**src/rtl/mem_ls_stage_if.sv**
```systemverilog
// mem_ls_stage_if: bundles every bus signal of the MEM load/store stage.
//   EX side   : in_valid/in_ready handshake plus the latched instruction fields
//   memory    : data_ok strobe and rdata for returning load data
//   CP0       : live status/cause used for interrupt detection
//   WB side   : out_valid/out_ready handshake plus the result fields
// slave  = the stage's view, master = the surrounding pipeline / bench.
interface mem_ls_stage_if #(
  parameter int PAYLOAD_W = 104
);
  logic                 in_valid;
  logic                 in_ready;
  logic [31:0]          in_pc;
  logic [6:0]           in_op;
  logic [31:0]          in_alu_res;
  logic [31:0]          in_rt_old;
  logic                 in_we;
  logic [4:0]           in_waddr;
  logic [8:0]           in_exc;
  logic [31:0]          in_bad_vaddr;
  logic                 in_delayslot;
  logic                 in_req_sent;
  logic [PAYLOAD_W-1:0] in_payload;
  logic                 data_ok;
  logic [31:0]          rdata;
  logic [31:0]          cp0_status;
  logic [31:0]          cp0_cause;
  logic                 out_valid;
  logic                 out_ready;
  logic [31:0]          out_pc;
  logic                 out_we;
  logic [4:0]           out_waddr;
  logic [31:0]          out_wdata;
  logic [31:0]          out_bad_vaddr;
  logic                 out_delayslot;
  logic [PAYLOAD_W-1:0] out_payload;
  logic [31:0]          out_exc_type;

  modport slave (
    input  in_valid, in_pc, in_op, in_alu_res, in_rt_old, in_we, in_waddr,
           in_exc, in_bad_vaddr, in_delayslot, in_req_sent, in_payload,
           data_ok, rdata, cp0_status, cp0_cause, out_ready,
    output in_ready, out_valid, out_pc, out_we, out_waddr, out_wdata,
           out_bad_vaddr, out_delayslot, out_payload, out_exc_type
  );

  modport master (
    output in_valid, in_pc, in_op, in_alu_res, in_rt_old, in_we, in_waddr,
           in_exc, in_bad_vaddr, in_delayslot, in_req_sent, in_payload,
           data_ok, rdata, cp0_status, cp0_cause, out_ready,
    input  in_ready, out_valid, out_pc, out_we, out_waddr, out_wdata,
           out_bad_vaddr, out_delayslot, out_payload, out_exc_type
  );
endinterface

```
**src/rtl/mem_ls_stage.sv**
```systemverilog
// mem_ls_stage: MEM pipeline stage with a single valid/ready entry register.
// Waits for variable-latency load data (data_ok), merges LWL/LWR/sub-word
// loads, holds the result under WB back-pressure and drops data belonging
// to a flushed load. Produces the exception code for CP0/ctrl.
// Ports:
//   clk    : clock
//   resetn : synchronous reset, active low
//   flush  : pipeline flush, overrides accept
//   bus    : mem_ls_stage_if.slave (EX in, memory return, CP0, WB out)
module mem_ls_stage #(
  parameter int PAYLOAD_W = 104,
  parameter int IRQ_W     = 8
) (
  input  logic            clk,
  input  logic            resetn,
  input  logic            flush,
  mem_ls_stage_if.slave   bus
);
  typedef enum logic [1:0] {IDLE, WAIT, FULL, DRAIN} state_t;

  typedef struct packed {
    logic [31:0]          pc;
    logic [6:0]           op;
    logic [31:0]          alu_res;
    logic [31:0]          rt_old;
    logic                 we;
    logic [4:0]           waddr;
    logic [8:0]           exc;
    logic [31:0]          bad_vaddr;
    logic                 delayslot;
    logic [PAYLOAD_W-1:0] payload;
  } ent_t;

  state_t      r_state, w_nstate;
  ent_t        r_ent, w_in;
  logic [31:0] r_rdata;
  logic        w_ready, w_accept, w_ld_wait, w_clear, w_take;
  logic [31:0] w_ld_res, w_exc_type;

  assign w_in = '{pc: bus.in_pc, op: bus.in_op, alu_res: bus.in_alu_res,
                  rt_old: bus.in_rt_old, we: bus.in_we, waddr: bus.in_waddr,
                  exc: bus.in_exc, bad_vaddr: bus.in_bad_vaddr,
                  delayslot: bus.in_delayslot, payload: bus.in_payload};

  assign w_ready   = (r_state == IDLE) | ((r_state == FULL) & bus.out_ready);
  assign w_accept  = bus.in_valid & w_ready & ~flush;
  // Only a clean load that actually went to memory has data to wait for.
  assign w_ld_wait = (|bus.in_op) & bus.in_req_sent & ~(|bus.in_exc);

  always_ff @(posedge clk) begin
    if (!resetn) begin
      r_state <= IDLE;
      r_ent   <= '0;
      r_rdata <= '0;
    end else begin
      r_state <= w_nstate;
      if (w_clear) begin
        r_ent   <= '0;
        r_rdata <= '0;
      end else if (w_accept) begin
        r_ent   <= w_in;
        r_rdata <= '0;
      end else if (w_take) begin
        r_rdata <= bus.rdata;
      end
    end
  end

  always_comb begin
    w_nstate = r_state;
    w_clear  = 1'b0;
    w_take   = 1'b0;
    case (r_state)
      IDLE: begin
        if (flush)         w_clear  = 1'b1;
        else if (w_accept) w_nstate = w_ld_wait ? WAIT : FULL;
      end
      WAIT: begin
        // The request is still in flight; its response must be swallowed.
        if (flush) w_nstate = DRAIN;
        else if (bus.data_ok) begin
          w_take   = 1'b1;
          w_nstate = FULL;
        end
      end
      FULL: begin
        if (flush) begin
          w_clear  = 1'b1;
          w_nstate = IDLE;
        end else if (bus.out_ready) begin
          w_nstate = w_accept ? (w_ld_wait ? WAIT : FULL) : IDLE;
        end
      end
      DRAIN: begin
        if (flush | bus.data_ok) begin
          w_clear  = 1'b1;
          w_nstate = IDLE;
        end
      end
      default: w_nstate = IDLE;
    endcase
  end

  // Load data alignment / merge, little-endian.
  logic [1:0]  w_a;
  logic [7:0]  w_byte;
  logic [15:0] w_half;
  logic        w_half_ok;
  logic [31:0] w_rd, w_rt;

  assign w_a  = r_ent.alu_res[1:0];
  assign w_rd = r_rdata;
  assign w_rt = r_ent.rt_old;

  always_comb begin
    w_byte    = w_rd[8*w_a +: 8];
    w_half_ok = ~w_a[0];
    w_half    = w_a[1] ? w_rd[31:16] : w_rd[15:0];
    w_ld_res  = '0;
    unique case (1'b1)
      r_ent.op[0]: w_ld_res = {{24{w_byte[7]}}, w_byte};
      r_ent.op[1]: w_ld_res = {24'b0, w_byte};
      r_ent.op[2]: w_ld_res = w_half_ok ? {{16{w_half[15]}}, w_half} : 32'b0;
      r_ent.op[3]: w_ld_res = w_half_ok ? {16'b0, w_half} : 32'b0;
      r_ent.op[4]: w_ld_res = w_rd;
      r_ent.op[5]: begin
        case (w_a)
          2'd0:    w_ld_res = {w_rd[7:0],  w_rt[23:0]};
          2'd1:    w_ld_res = {w_rd[15:0], w_rt[15:0]};
          2'd2:    w_ld_res = {w_rd[23:0], w_rt[7:0]};
          default: w_ld_res = w_rd;
        endcase
      end
      r_ent.op[6]: begin
        case (w_a)
          2'd0:    w_ld_res = w_rd;
          2'd1:    w_ld_res = {w_rt[31:24], w_rd[31:8]};
          2'd2:    w_ld_res = {w_rt[31:16], w_rd[31:16]};
          default: w_ld_res = {w_rt[31:8],  w_rd[31:24]};
        endcase
      end
      default: w_ld_res = '0;
    endcase
  end

  // Exceptions: latched flags plus live CP0 interrupt state.
  logic [31:0] w_pend;
  logic        w_irq, w_out_valid;

  assign w_out_valid = (r_state == FULL);
  assign w_pend      = bus.cp0_cause & bus.cp0_status;
  assign w_irq       = (|w_pend[8+IRQ_W-1:8]) & ~bus.cp0_status[1] & bus.cp0_status[0];

  always_comb begin
    w_exc_type = 32'h0;
    if (w_out_valid && r_ent.pc != 32'h0) begin
      if      (w_irq)        w_exc_type = 32'h01;
      else if (r_ent.exc[1]) w_exc_type = 32'h08;
      else if (r_ent.exc[2]) w_exc_type = 32'h09;
      else if (r_ent.exc[3]) w_exc_type = 32'h0a;
      else if (r_ent.exc[4]) w_exc_type = 32'h0d;
      else if (r_ent.exc[5]) w_exc_type = 32'h0c;
      else if (r_ent.exc[6]) w_exc_type = 32'h0e;
      else if (r_ent.exc[7]) w_exc_type = 32'h05;
      else if (r_ent.exc[8]) w_exc_type = 32'h04;
      else if (r_ent.exc[0]) w_exc_type = 32'h04;
    end
  end

  assign bus.in_ready      = w_ready;
  assign bus.out_valid     = w_out_valid;
  assign bus.out_pc        = r_ent.pc;
  assign bus.out_waddr     = r_ent.waddr;
  assign bus.out_wdata     = (|r_ent.op) ? w_ld_res : r_ent.alu_res;
  assign bus.out_bad_vaddr = r_ent.bad_vaddr;
  assign bus.out_delayslot = r_ent.delayslot;
  assign bus.out_payload   = r_ent.payload;
  assign bus.out_exc_type  = w_exc_type;
  // An excepting instruction never commits to the register file.
  assign bus.out_we        = r_ent.we & (w_exc_type == 32'h0);
endmodule

```
**src/flat_wrapper.sv**
```systemverilog
// flat-port wrapper written by rule: the top's interface ports become plain ports
module mem_ls_stage_flat 
#(
  parameter int PAYLOAD_W = 104,
  parameter int IRQ_W     = 8
)
  (clk, resetn, flush, bus_in_valid, bus_in_pc, bus_in_op, bus_in_alu_res, bus_in_rt_old, bus_in_we, bus_in_waddr, bus_in_exc, bus_in_bad_vaddr, bus_in_delayslot, bus_in_req_sent, bus_in_payload, bus_data_ok, bus_rdata, bus_cp0_status, bus_cp0_cause, bus_out_ready, bus_in_ready, bus_out_valid, bus_out_pc, bus_out_we, bus_out_waddr, bus_out_wdata, bus_out_bad_vaddr, bus_out_delayslot, bus_out_payload, bus_out_exc_type);
  mem_ls_stage_if #(.PAYLOAD_W(PAYLOAD_W)) bus_i ();
  input  logic clk;
  input  logic resetn;
  input  logic flush;
  input wire logic [$bits(bus_i.in_valid)-1:0] bus_in_valid;
  input wire logic [$bits(bus_i.in_pc)-1:0] bus_in_pc;
  input wire logic [$bits(bus_i.in_op)-1:0] bus_in_op;
  input wire logic [$bits(bus_i.in_alu_res)-1:0] bus_in_alu_res;
  input wire logic [$bits(bus_i.in_rt_old)-1:0] bus_in_rt_old;
  input wire logic [$bits(bus_i.in_we)-1:0] bus_in_we;
  input wire logic [$bits(bus_i.in_waddr)-1:0] bus_in_waddr;
  input wire logic [$bits(bus_i.in_exc)-1:0] bus_in_exc;
  input wire logic [$bits(bus_i.in_bad_vaddr)-1:0] bus_in_bad_vaddr;
  input wire logic [$bits(bus_i.in_delayslot)-1:0] bus_in_delayslot;
  input wire logic [$bits(bus_i.in_req_sent)-1:0] bus_in_req_sent;
  input wire logic [$bits(bus_i.in_payload)-1:0] bus_in_payload;
  input wire logic [$bits(bus_i.data_ok)-1:0] bus_data_ok;
  input wire logic [$bits(bus_i.rdata)-1:0] bus_rdata;
  input wire logic [$bits(bus_i.cp0_status)-1:0] bus_cp0_status;
  input wire logic [$bits(bus_i.cp0_cause)-1:0] bus_cp0_cause;
  input wire logic [$bits(bus_i.out_ready)-1:0] bus_out_ready;
  output wire logic [$bits(bus_i.in_ready)-1:0] bus_in_ready;
  output wire logic [$bits(bus_i.out_valid)-1:0] bus_out_valid;
  output wire logic [$bits(bus_i.out_pc)-1:0] bus_out_pc;
  output wire logic [$bits(bus_i.out_we)-1:0] bus_out_we;
  output wire logic [$bits(bus_i.out_waddr)-1:0] bus_out_waddr;
  output wire logic [$bits(bus_i.out_wdata)-1:0] bus_out_wdata;
  output wire logic [$bits(bus_i.out_bad_vaddr)-1:0] bus_out_bad_vaddr;
  output wire logic [$bits(bus_i.out_delayslot)-1:0] bus_out_delayslot;
  output wire logic [$bits(bus_i.out_payload)-1:0] bus_out_payload;
  output wire logic [$bits(bus_i.out_exc_type)-1:0] bus_out_exc_type;
  assign bus_i.in_valid = bus_in_valid;
  assign bus_i.in_pc = bus_in_pc;
  assign bus_i.in_op = bus_in_op;
  assign bus_i.in_alu_res = bus_in_alu_res;
  assign bus_i.in_rt_old = bus_in_rt_old;
  assign bus_i.in_we = bus_in_we;
  assign bus_i.in_waddr = bus_in_waddr;
  assign bus_i.in_exc = bus_in_exc;
  assign bus_i.in_bad_vaddr = bus_in_bad_vaddr;
  assign bus_i.in_delayslot = bus_in_delayslot;
  assign bus_i.in_req_sent = bus_in_req_sent;
  assign bus_i.in_payload = bus_in_payload;
  assign bus_i.data_ok = bus_data_ok;
  assign bus_i.rdata = bus_rdata;
  assign bus_i.cp0_status = bus_cp0_status;
  assign bus_i.cp0_cause = bus_cp0_cause;
  assign bus_i.out_ready = bus_out_ready;
  assign bus_in_ready = bus_i.in_ready;
  assign bus_out_valid = bus_i.out_valid;
  assign bus_out_pc = bus_i.out_pc;
  assign bus_out_we = bus_i.out_we;
  assign bus_out_waddr = bus_i.out_waddr;
  assign bus_out_wdata = bus_i.out_wdata;
  assign bus_out_bad_vaddr = bus_i.out_bad_vaddr;
  assign bus_out_delayslot = bus_i.out_delayslot;
  assign bus_out_payload = bus_i.out_payload;
  assign bus_out_exc_type = bus_i.out_exc_type;
  mem_ls_stage #(.PAYLOAD_W(PAYLOAD_W), .IRQ_W(IRQ_W)) u_core (.clk(clk), .resetn(resetn), .flush(flush), .bus(bus_i));
endmodule
```
**config.mk**
```make
export PLATFORM = sky130hd
export DESIGN_NAME = mem_ls_stage_flat
export DESIGN_NICKNAME = d
export VERILOG_FILES = /design/src/rtl/mem_ls_stage_if.sv /design/src/rtl/mem_ls_stage.sv /design/src/flat_wrapper.sv
export SDC_FILE = /design/constraint.sdc
export NUM_CORES = 1
export LEC_CHECK = 0
export ABC_AREA = 1
export CAP_MARGIN = 30
export CORE_AREA = 2 2 231 233
export DETAILED_ROUTE_END_ITERATION = 8
export DIE_AREA = 0 0 233 235
export GPL_TIMING_DRIVEN = 0
export RECOVER_POWER = 25
export SYNTH_ARGS = -nofsm -noshare
export SYNTH_HDL_FRONTEND = slang
export SYNTH_SLANG_ARGS = --single-unit
```
**constraint.sdc**
```tcl
create_clock -name clk -period 2.8 [get_ports clk]
set_input_delay 0.56 -clock clk [delete_from_list [all_inputs] [get_ports clk]]
set_output_delay 0.56 -clock clk [all_outputs]
set_load 0.05 [all_outputs]
```
==> results_dict.tcl, run 1 <==
set metrics [dict create \
    synth_top_area_cell "dfxtp_1" \
    fin_crit_ns 2.87 \
    num_rows 84 \
    firstDrtPassIters 7 \
    drcViolationCount 0 \
    synth_edf_count 0 \
    clock_sinks 289 \
    reg2reg_from "u_core.r_state[0]" \
    startpoint "u_core.r_ent[185]" \
    clockBufferDepth 3 \
    endpoint_kind "output pin" \
    wl_microns 66000 \
    drt-initial-drc-count 941 \
    drive_gt1_share_pct 18.4 \
    critPathMaxFanout 7 \
    crit_required_ns 2.24 \
    grtUsageTotal_pct 23.2 \
    crit_type "flip-flop to output pin" \
    ys_ff_latch 289 \
    fin_nets 2990 \
    outcome "complete, but fails checks" \
    rsz0062_at_grt "yes" \
    cap_violations 0 \
    avgSynthCellArea_sq_um 7.05 \
    clk_latency_ns 0.56 \
    slew_viol_final 0 \
    hold_viol 0 \
    viasPerCell 4.66 \
    synth_common_cells "486 x nor2_1, 289 x dfxtp_1, 269 x o21ai_0" \
    relSlewSlack_pct 49.2 \
    port_buffers 523 \
    syn_to_final_growth_pct 58.9 \
    min_period_over_period_pct 102 \
    yosysWarnings 0 \
    setup_viol 14 \
    yosysSeqAreaShare_pct 40.7 \
    overflow 0 \
    hp-class "primary input to flip-flop" \
    place_congestion 0.974 \
    leakage_nw 9.62 \
    synthArstFlopShare_pct 0 \
    p_total_w 0.0149 \
    dieArea_sq_um 54800 \
    place_ws_ns -0.605 \
    ios 599 \
    final_antenna_net_count 0 \
    grt_start_max_net_pins 13 \
    wire_per_inst_microns 19.7 \
    dieHeight_microns 235 \
    cts_made_buffers 37 \
    violations "setup timing" \
    htree_levels 2 \
    syn-cell-area_sq_um 14200 \
    utilization_pct 43.2 \
    cpPeakStageDelay_ns 0.33 \
    cts_hold_repair.buffers 0 \
    fmax_ghz 0.349 \
    grt_first_pass_wirelength_microns 95900 \
    ys.flop_type "dfxtp_1" \
    via_count 15600 \
    antenna_found_initial 7 \
    yosys.cell_count.top_type "nor2_1" \
    place_hpwl_microns 51700 \
    synthTopCellsByArea "dfxtp_1 41%, nor2_1 13%, buf_4 11%" \
    cp_slowest_cell "dfxtp_2" \
    root_buffer "clkbuf_16" \
    whs_ns 0.414 \
    die_x_microns 233 \
    min_from "bus_data_ok" \
    clk_pin_slew_worst_paths_ns 0.06 \
    synth_cells 2017 \
    finalClockSkew_ns 0.0252 \
    crit_chain "buf_12 > nor2_4 > inv_4 > o22ai_4 > nor2_4 > nor2_4 > a21oi_4 > buf_12 > buf_12 > nand3_4 > buf_8" \
    crit_path_start_kind "flip-flop" \
    core_sq_um 52200 \
    grt_pass1_vias 15500 \
    cts_tree "done" \
    start_util_pct 27.2 \
    nFillCells 5284 \
    power_density_nw_per_um2 662 \
    cp.arrival_ns 2.31 \
    tightest_slew_ns 0.763 \
    worst_slack_ns -0.0690 \
    synthDistinctLibCells 35 \
    peakVddDrop_mv 0.507 \
    synth_top_cell_area_share_pct 40.7 \
]
critical path: cells and delay by family, from the launching register on:
family,cells,cell delay (ns)
AOI/OAI and AO/OA,2,0.19
DFF,1,0.33
buffers and inverters,5,0.71
and+or+nand+nor,4,0.49
cell usage in the layout, fill, tap and decap left out, types with 7 or more instances in the layout:
master | Yosys | final
nand3_4 | 0 | 11
inv_1 | 101 | 103
buf_6 | 3 | 29
clkbuf_1 | 49 | 53
nand4_1 | 33 | 33
buf_2 | 74 | 50
o21ai_0 | 269 | 270
a21oi_1 | 151 | 139
nand2_1 | 168 | 166
buf_4 | 205 | 225
nor2_1 | 486 | 483
nand3_1 | 33 | 27
o21ai_1 | 56 | 54
a21oi_2 | 0 | 10
clkbuf_16 | 0 | 39
o22ai_1 | 29 | 13
clkdlybuf4s50_1 | 0 | 485
dfxtp_1 | 289 | 286
conb_1 | 1 | 28
buf_8 | 0 | 16
a22oi_1 | 7 | 7
o22ai_2 | 1 | 12
clkbuf_2 | 0 | 22
logic make-up (layout without fill, tap and decap cells):
| group | after synthesis | after routing | share of synthesized area (%) |
|---|---|---|---|
| compound gates | 527 | 527 | 19.4 |
| buf+inv | 444 | 1059 | 18.0 |
| flops | 289 | 289 | 40.7 |
| other cells | 1 | 31 | 0.0264 |
| simple gates | 756 | 756 | 21.9 |
path summary, 6_finish.rpt:
kind                                        endpoint  slack (ns)  cells after the start
worst max-delay path               bus_out_wdata[24]       -0.07                     11
worst min-delay path              u_core.r_rdata[31]        0.41                      3
worst max register to register     u_core.r_ent[222]        0.68                      7
worst min register to register  u_core.bus.out_pc[1]        0.47                      2
registers in the layout (all words and copies together), names as in the netlist:
name	count
u_core.bus.out_payload	104
u_core.r_ent	49
u_core.bus.out_bad_vaddr	32
u_core.bus.out_pc	32
u_core.r_rdata	32
u_core.w_rt	32
u_core.bus.out_waddr	5
u_core.r_state	2
u_core.bus.out_delayslot	1
report_power, final:
part / total [W] / leakage, nW / internal, W / switching (W)
logic: 0.00516 / 6.64 / 0.00189 / 0.00326
clock network: 0.00502 / 0.627 / 0.00304 / 0.00197
registers: 0.00477 / 2.35 / 0.00450 / 0.000269
through the flow:
stage,setup TNS (ns),std cells,instance area (sq um)
global route,-2.33,3348,22600
detailed placement,-18.19,3255,20400
finish,-0.352,3350,22600
global placement,-17.67,3255,20400
floorplan,0,2044,14300
CTS,-1.23,3343,22300
layout make-up:
cell class                      count  area [sq um]  share of cell area, %
Multi-Input combinational cell   1311          6410                   28.4
Inverter                          110           428                   1.89
Tap cell                          688           861                   3.81
Timing Repair Buffer              551          5570                   24.7
Antenna cell                        3          7.51                 0.0332
Clock inverter                     14           208                  0.920
Sequential cell                   289          5790                   25.6
Clock buffer                       52          1060                   4.71
Buffer                            332          2240                   9.94
routing by layer:
layer / up-vias / GRT usage, % / routed length [microns]
met1: 7245 / 28.1 / 27100
met3: 119 / 6.65 / 5750
met4: 10 / 8.67 / 2410
met5: - / 0 / 62
li1: 7624 / - / -
met2: 607 / 38.9 / 30700
what timing repair did:
| action | in CTS | in global routing |
|---|---|---|
| setup endpoints to repair | 38 | 37 |
| pin swaps | 21 | 26 |
| setup buffers | 21 | 5 |
| resized for setup | 339 | 86 |
| gates cloned | 3 | 1 |
Power figures use the tool's default switching activity.
==> run 2, diff against run 1 <==
--- a/config.mk
+++ b/config.mk
@@ -6,7 +6,7 @@
 export NUM_CORES = 1
 export LEC_CHECK = 0
 export ABC_AREA = 1
-export CAP_MARGIN = 30
+export CAP_MARGIN = 10
 export CORE_AREA = 2 2 231 233
 export DETAILED_ROUTE_END_ITERATION = 8
 export DIE_AREA = 0 0 233 235
==> results of run 2 <==
Final layout, timing and power as in run 1 (identical DEF).
